==> src/rtl/pipe_stage_skid.sv <==
// Valid/ready pipeline stage register with an optional two-entry skid buffer,
// synchronous flush and per-stage stall/transfer performance counters.
module pipe_stage_skid #(
  parameter int WIDTH = 64,
  parameter bit SKID  = 1'b1,
  parameter int CNT_W = 32
) (
  input  logic             clk,
  input  logic             reset,
  input  logic             flush,
  input  logic             in_valid,
  output logic             in_ready,
  input  logic [WIDTH-1:0] in_data,
  output logic             out_valid,
  input  logic             out_ready,
  output logic [WIDTH-1:0] out_data,
  output logic [1:0]       occupancy,
  output logic [CNT_W-1:0] stall_cnt,
  output logic [CNT_W-1:0] xfer_cnt
);

  typedef enum logic [1:0] {
    ST_EMPTY = 2'd0,
    ST_ONE   = 2'd1,
    ST_FULL  = 2'd2
  } state_e;

  state_e             state_q, state_d;
  logic [WIDTH-1:0]   m_q, m_d;
  logic [WIDTH-1:0]   s_q, s_d;
  logic [CNT_W-1:0]   stall_cnt_q, stall_cnt_d;
  logic [CNT_W-1:0]   xfer_cnt_q, xfer_cnt_d;
  logic               accept;
  logic               fire;

  function automatic logic [CNT_W-1:0] sat_inc(input logic [CNT_W-1:0] v);
    return (&v) ? v : v + CNT_W'(1);
  endfunction

  function automatic logic [CNT_W-1:0] wrap_inc(input logic [CNT_W-1:0] v);
    return v + CNT_W'(1);
  endfunction

  assign out_valid = (state_q != ST_EMPTY);
  assign out_data  = m_q;
  assign occupancy = state_q;
  assign stall_cnt = stall_cnt_q;
  assign xfer_cnt  = xfer_cnt_q;

  assign accept = in_valid && in_ready;
  assign fire   = out_valid && out_ready;

  // Occupancy state machine; flush empties the stage but leaves M/S stale.
  always_comb begin
    state_d = state_q;
    m_d     = m_q;
    s_d     = s_q;
    if (flush) begin
      state_d = ST_EMPTY;
    end else begin
      unique case (state_q)
        ST_EMPTY: begin
          if (accept) begin
            m_d     = in_data;
            state_d = ST_ONE;
          end
        end
        ST_ONE: begin
          if (accept && fire) begin
            m_d = in_data;
          end else if (accept && SKID) begin
            s_d     = in_data;
            state_d = ST_FULL;
          end else if (fire) begin
            state_d = ST_EMPTY;
          end
        end
        ST_FULL: begin
          if (fire) begin
            m_d     = s_q;
            state_d = ST_ONE;
          end
        end
        default: state_d = ST_EMPTY;
      endcase
    end
  end

  // Counters ignore flush; only reset clears them.
  always_comb begin
    stall_cnt_d = stall_cnt_q;
    xfer_cnt_d  = xfer_cnt_q;
    if (out_valid && !out_ready) stall_cnt_d = sat_inc(stall_cnt_q);
    if (fire)                    xfer_cnt_d  = wrap_inc(xfer_cnt_q);
  end

  always_ff @(posedge clk) begin
    if (reset) begin
      state_q     <= ST_EMPTY;
      m_q         <= '0;
      s_q         <= '0;
      stall_cnt_q <= '0;
      xfer_cnt_q  <= '0;
    end else begin
      state_q     <= state_d;
      m_q         <= m_d;
      s_q         <= s_d;
      stall_cnt_q <= stall_cnt_d;
      xfer_cnt_q  <= xfer_cnt_d;
    end
  end

  generate
    if (SKID) begin : g_skid
      // Registered ready breaks the out_ready -> in_ready combinational path.
      logic in_ready_q, in_ready_d;
      always_comb begin
        in_ready_d = (state_d != ST_FULL);
      end
      always_ff @(posedge clk) begin
        if (reset) in_ready_q <= 1'b1;
        else       in_ready_q <= in_ready_d;
      end
      assign in_ready = in_ready_q;
    end else begin : g_noskid
      assign in_ready = !out_valid || out_ready;
    end
  endgenerate

endmodule

==> config.mk <==
export PLATFORM = sky130hd
export DESIGN_NAME = pipe_stage_skid
export DESIGN_NICKNAME = d
export VERILOG_FILES = /design/src/rtl/pipe_stage_skid.sv
export SDC_FILE = /design/constraint.sdc
export NUM_CORES = 1
export LEC_CHECK = 0
export CORE_ASPECT_RATIO = 0.9
export CORE_MARGIN = 5
export CORE_UTILIZATION = 45
export DETAILED_ROUTE_END_ITERATION = 8
export GPL_TIMING_DRIVEN = 1
export PLACE_DENSITY_LB_ADDON = 0.12
export SLEW_MARGIN = 5
export SYNTH_ARGS = -nofsm -noshare
export SYNTH_HDL_FRONTEND = slang
export SYNTH_SLANG_ARGS = --single-unit
export TNS_END_PERCENT = 20
==> constraint.sdc <==
create_clock -name clk -period 4.42 [get_ports clk]
set_input_delay 0.663 -clock clk [delete_from_list [all_inputs] [get_ports clk]]
set_output_delay 0.663 -clock clk [all_outputs]
set_load 0.02 [all_outputs]
==> results of run 1 <==
-- sequential cells by signal (all words and copies together), names as in the netlist --
register / count
stall_cnt: 32
out_data: 64
xfer_cnt: 32
occupancy: 2
in_ready: 1
s_q: 64
-- final timing paths --
check,slack (ns),from,to
worst min-delay path,0.46,s_q[10],s_q[10]
worst max-delay path,1.63,stall_cnt[0],stall_cnt[11]
worst max register to register,1.63,stall_cnt[0],stall_cnt[11]
worst min register to register,0.46,s_q[10],s_q[10]
-- worst min-delay path: stages, from the launching register on --
cell	delay [ns]
dfxtp_1	0.31
nand2_1	0.05
a21oi_1	0.05
-- through the flow --
| step | area, um^2 | setup slack, ns | utilization |
|---|---|---|---|
| after floorplan | 8130 | 2.49 | - |
| after global placement | 10200 | 1.58 | 0.579 |
| after detailed placement | 10200 | 1.52 | 0.579 |
| after CTS | 10900 | 1.66 | 0.614 |
| after global routing | 10900 | 1.30 | 0.614 |
| final | 10900 | 1.63 | 0.614 |
-- kinds of logic after synthesis --
kind of cell	share of synthesized area
multiplexers	0.00246
buffers and inverters	0.0386
adder cells (fa/ha/maj)	0.00308
AND/OR/NAND/NOR	0.277
XOR/XNOR	0.0431
flip-flops	0.480
AO/OA/AOI/OAI	0.155
-- power breakdown --
group          total (mW)  internal, mW  switching (mW)
clock                1.61         0.866           0.741
sequential           1.83          1.80          0.0290
combinational       0.360         0.171           0.189
total                3.80          2.84           0.959
-- cell usage in the layout, fill, tap and decap left out, types with 13 or more instances in the layout --
| master | synthesis | final |
|---|---|---|
| nand3_1 | 21 | 20 |
| xnor2_1 | 13 | 13 |
| a311oi_1 | 65 | 65 |
| xor2_1 | 27 | 27 |
| a21oi_1 | 88 | 88 |
| clkdlybuf4s50_1 | 0 | 199 |
| nand2_1 | 276 | 276 |
| dfxtp_1 | 195 | 195 |
| nand4_1 | 30 | 30 |
| clkbuf_16 | 0 | 17 |
| nor2_1 | 118 | 117 |
-- area by class of cell --
| class | count | area (um^2) | share of cell area |
|---|---|---|---|
| timing repair buffer | 211 | 2090 | 0.192 |
| sequential | 195 | 3900 | 0.360 |
| multi-input combinational | 737 | 3930 | 0.362 |
| clock inverter | 15 | 191 | 0.0176 |
| clock buffer | 17 | 425 | 0.0392 |
| tap | 240 | 300 | 0.0277 |
| antenna | 1 | 2.50 | 0.000231 |
| inverter | 3 | 11.3 | 0.00104 |
-- metal layers --
layer,vias up,track usage
met3,17,0.0447
met1,3432,0.289
met4,0,0.0569
met5,-,0
met2,191,0.313
li1,3801,-
==> flow_summary.toml, run 1 <==
[status]
status = "complete, no violations"

[critical_path]
cp_max_fo = 33
worst_path_max_delay_cell = "a21o_1"
crit_chain = "ha_1 -> nand3_1 -> nor4_4 -> a21o_1 -> or4_1 -> a21oi_1"
reg2reg_depth = 6
required_ns = 4.69
crit_family = "simple AND/OR/NAND/NOR gates"
worst_setup_path_start_kind = "register"
crit_path_end_kind = "register"
crit_buf_inv = 0
cp.depth = 6
critPathKind = "reg2reg"
arrival_ns = 3.06
critPathMaxStageDelay_ns = 0.84

[floorplanning]
pin_count = 201
die_h_um = 137
coreArea_um2 = 17700
start_util = 0.460
placementRows = 46
die_w_um = 152
die-area_um2 = 20900

[job]
maxCapViolCount = 0

[logic_synthesis]
yosysTopAreaCell = "dfxtp_1"
async_flop_share = 0
ys_seq_area_frac = 0.480
ys_ff_latch = 195
synth_common_cells = "276 x nand2_1, 195 x dfxtp_1, 118 x nor2_1, 88 x a21oi_1, 65 x a311oi_1"
synth_most_common_cell = "nand2_1"
yosysWarnings = 0
synth_flop_cell = "dfxtp_1"
netlist_area_um2 = 8130
synth_edf_count = 0
synth_nets = 1082
syn_avg_cell_area_um2 = 8.04
synthCells = 1011
synth_top_area_frac = 0.480
ys_types = 49
ys_top_cells_by_area = "dfxtp_1 48%, nand2_1 13%, a311oi_1 7.0%, nor2_1 5.4%, a21oi_1 5.4%"

[placement]
dp.final_hpwl_mm = 13.6
place_congestion = 0.797
port_buffers = 200
dp.cells = 1386

[clock_tree]
hold_buffers = 0
clk_pin_slew_worst_paths_ns = 0.08
clock-root-buffer = "clkbuf_16"
clock_latency_ns = 0.43
h-tree-depth = 4
ctsResizeCount = 0
clock_sink_count = 195
cts_made_buffers = 17
cts_max_path_buffers = 2
cts_tree = "built"
post_cts_buffers = 0

[sta]
setup_viol = 0
hold_violations = 0
period_share = 0.631
whs_ns = 0.456
post-route-min-period_ns = 2.79
fin_setup_tns_ns = 0
tightest_slew_ns = 0.952
slew_headroom = 0.366
fmax_ghz = 0.358
rsz0062_at_grt = "no"
slew_viol_final = 0
skew_ns = 0.0143

[route]
highest_layer = "met4"
drtPass1Iterations = 5
drt_iter0_markers = 462
num_vias = 7441
drt-wirelength-per-cell_um = 15.2
drc = 0
met1Wirelength_mm = 10.1
vias_per_cell = 5.24
postRouteWirelength_mm = 21.5
drtAntennaViolNets = 0
dr_wl_met2_mm = 9.61
wl_met3_mm = 1.49

[hold_path]
hp-class = "reg2reg"
min_delay_path_depth = 2

[power]
ir_drop_v = 0.000241
leakagePower_nw = 3.75
power_density_nw_per_um2 = 350
fin_total_pwr_mw = 3.80

[grt]
grt_max_degree = 125
grt_antenna_before_repair = 0
grt_pass1_vias = 6884
grt-ovfl-total = 0
grt_usage = 0.204
grt_pass1_wl_mm = 34.7

[layout]
drive_above_1_share = 0.0518
instances_no_fill = 1419
fillers = 1609
fin_nets = 1236
area_growth_pct = 33.5
(Power assumes the default switching activity.)
==> inputs of run 2 (changes only) <==
==> constraint.sdc (replaced) <==
create_clock -name clk -period 2.3 [get_ports clk]
set_input_delay 0.345 -clock clk [delete_from_list [all_inputs] [get_ports clk]]
set_output_delay 0.345 -clock clk [all_outputs]
set_load 0.02 [all_outputs]
==> run 2 against run 1 <==
Via count increased by 1.5%. Clock power increased by 83%. Routed wire length up 0.60%. Largest power group unchanged. Critical path type is now reg2out. Sequential share of layout area is 0.58 points lower. Flip-flop and latch count did not move. Die area unchanged. Critical endpoint is now out_valid. Global-route usage grew 0.075 points. Final cell count up 0.92%. Combinational power rose by 95%. Clock skew shrank 0.0011 ns. Sequential power increased by 92%. First-iteration DRC count decreased by 4.1%.
==> flow_summary.toml, run 2 (synthesized netlist as in run 1, its figures left out) <==
[clock_tree]
cts_max_path_buffers = 2
clock_latency_ns = 0.43
hold_buffers = 0
post_cts_buffers = 0
cts_tree = "built"
clk_pin_slew_worst_paths_ns = 0.07
cts_made_buffers = 17
clock_sink_count = 195
ctsResizeCount = 0
h-tree-depth = 4
clock-root-buffer = "clkbuf_16"

[critical_path]
crit_path_end_kind = "output pin"
worst_path_max_delay_cell = "clkdlybuf4s50_1"
reg2reg_depth = 5
r2r_end = "stall_cnt[31]"
cp_max_fo = 10
critPathKind = "reg2out"
regToRegStartpoint = "stall_cnt[0]"
arrival_ns = 1.79
worst_setup_path_start_kind = "register"
critPathMaxStageDelay_ns = 0.59
crit_chain = "or2_2 -> clkdlybuf4s50_1"
r2r_slack_ns = 0.32
required_ns = 1.96

[sta]
slew_viol_final = 0
fmax_ghz = 0.469
period_share = 0.926
skew_ns = 0.0132
fin_setup_tns_ns = 0
setup_viol = 0
hold_violations = 0
slew_headroom = 0.710
post-route-min-period_ns = 2.13
rsz0062_at_grt = "no"
tightest_slew_ns = 0.432

[route]
drc = 0
postRouteWirelength_mm = 21.7
drtPass1Iterations = 5
vias_per_cell = 5.27
drt_iter0_markers = 443
num_vias = 7552
drt-wirelength-per-cell_um = 15.1
drtAntennaViolNets = 0

[grt]
grt_usage = 0.204
grt_pass1_wl_mm = 34.6
grt-ovfl-total = 0
grt_max_degree = 71
grt_antenna_before_repair = 0
grt_pass1_vias = 6720

[placement]
place_congestion = 0.787
dp.final_hpwl_mm = 13.9
port_buffers = 200
dp.cells = 1400

[hold_path]
hold_path_end = "stall_cnt[28]"
min_delay_path_depth = 2
hp-start = "reset"
hp-class = "in2reg"

[layout]
utilization = 0.624
diodes = 0
layout_commonest_cell = "nand2_1"
area_growth_pct = 35.7
fin_nets = 1250
most-common-layout-cells = "276 x nand2_1, 199 x clkdlybuf4s50_1, 195 x dfxtp_1, 117 x nor2_1, 88 x a21oi_1"
drive_above_1_share = 0.0629
instances_no_fill = 1432

[job]
maxCapViolCount = 0

[power]
ir_drop_v = 0.000484
seqPwrFrac = 0.492
switchingPower_mw = 1.85
combPwrFrac = 0.098
power_density_nw_per_um2 = 650
internal_power_mw = 5.32
p_sw_frac = 0.258
leakagePower_nw = 3.84
p_clk_frac = 0.410

[floorplanning]
die_w_um = 152
die-area_um2 = 20900
die_h_um = 137
pin_count = 201
placementRows = 46
coreArea_um2 = 17700
start_util = 0.460

[status]
status = "complete, no violations"
[run 2: worst max-delay path by stage]
stage	from	endpoint	slack (ns)	cells past startpoint
final	occupancy[0]	out_valid	0.17	2
after global routing	occupancy[0]	out_valid	0.09	2
after CTS	occupancy[0]	out_valid	0.12	2
after detailed placement	out_ready	out_data[37]	0.12	7
after global placement	out_ready	stall_cnt[11]	0.18	6
after floorplan	stall_cnt[0]	stall_cnt[14]	0.37	6
[run 2: layer usage]
metal	global-route usage	vias up	routed length [um]
met3	0.0441	14	1340
met5	0	-	0
met1	0.289	3513	10300
li1	-	3829	-
met4	0.0474	0	196
met2	0.321	196	9850
[run 2: critical path: cells and delay by family (launching register included)]
kind	cells	cell delay [ns]
AND/OR/NAND/NOR	1	0.19
buffers and inverters	1	0.59
flip-flops	1	0.58
[run 2: power groups by stage]
stage / logic (mW) / registers (mW) / clock network (mW)
CTS: 0.710 / 3.52 / 3.02
floorplan: 0.239 / 3.69 / 0
detailed placement: 0.708 / 3.60 / 0
global placement: 0.702 / 3.60 / 0
finish: 0.703 / 3.52 / 2.94
global route: 0.759 / 3.54 / 3.17
[run 2: final cells by class]
type,count,area [um^2]
Clock inverter,13,139
Clock buffer,19,453
Multi-Input combinational cell,737,3930
Inverter,3,11.3
Fill cell,1540,6640
Sequential cell,195,3900
Timing Repair Buffer,225,2290
Tap cell,240,300
[run 2: through the flow]
step	area, um^2	total power [mW]	hold WS, ns	setup slack [ns]
floorplan	8130	3.93	0.424	0.370
global placement	10400	4.30	0.442	0.184
detailed placement	10400	4.31	0.447	0.117
CTS	11000	7.25	0.292	0.124
global route	11000	7.46	0.305	0.0892
finish	11000	7.17	0.310	0.170
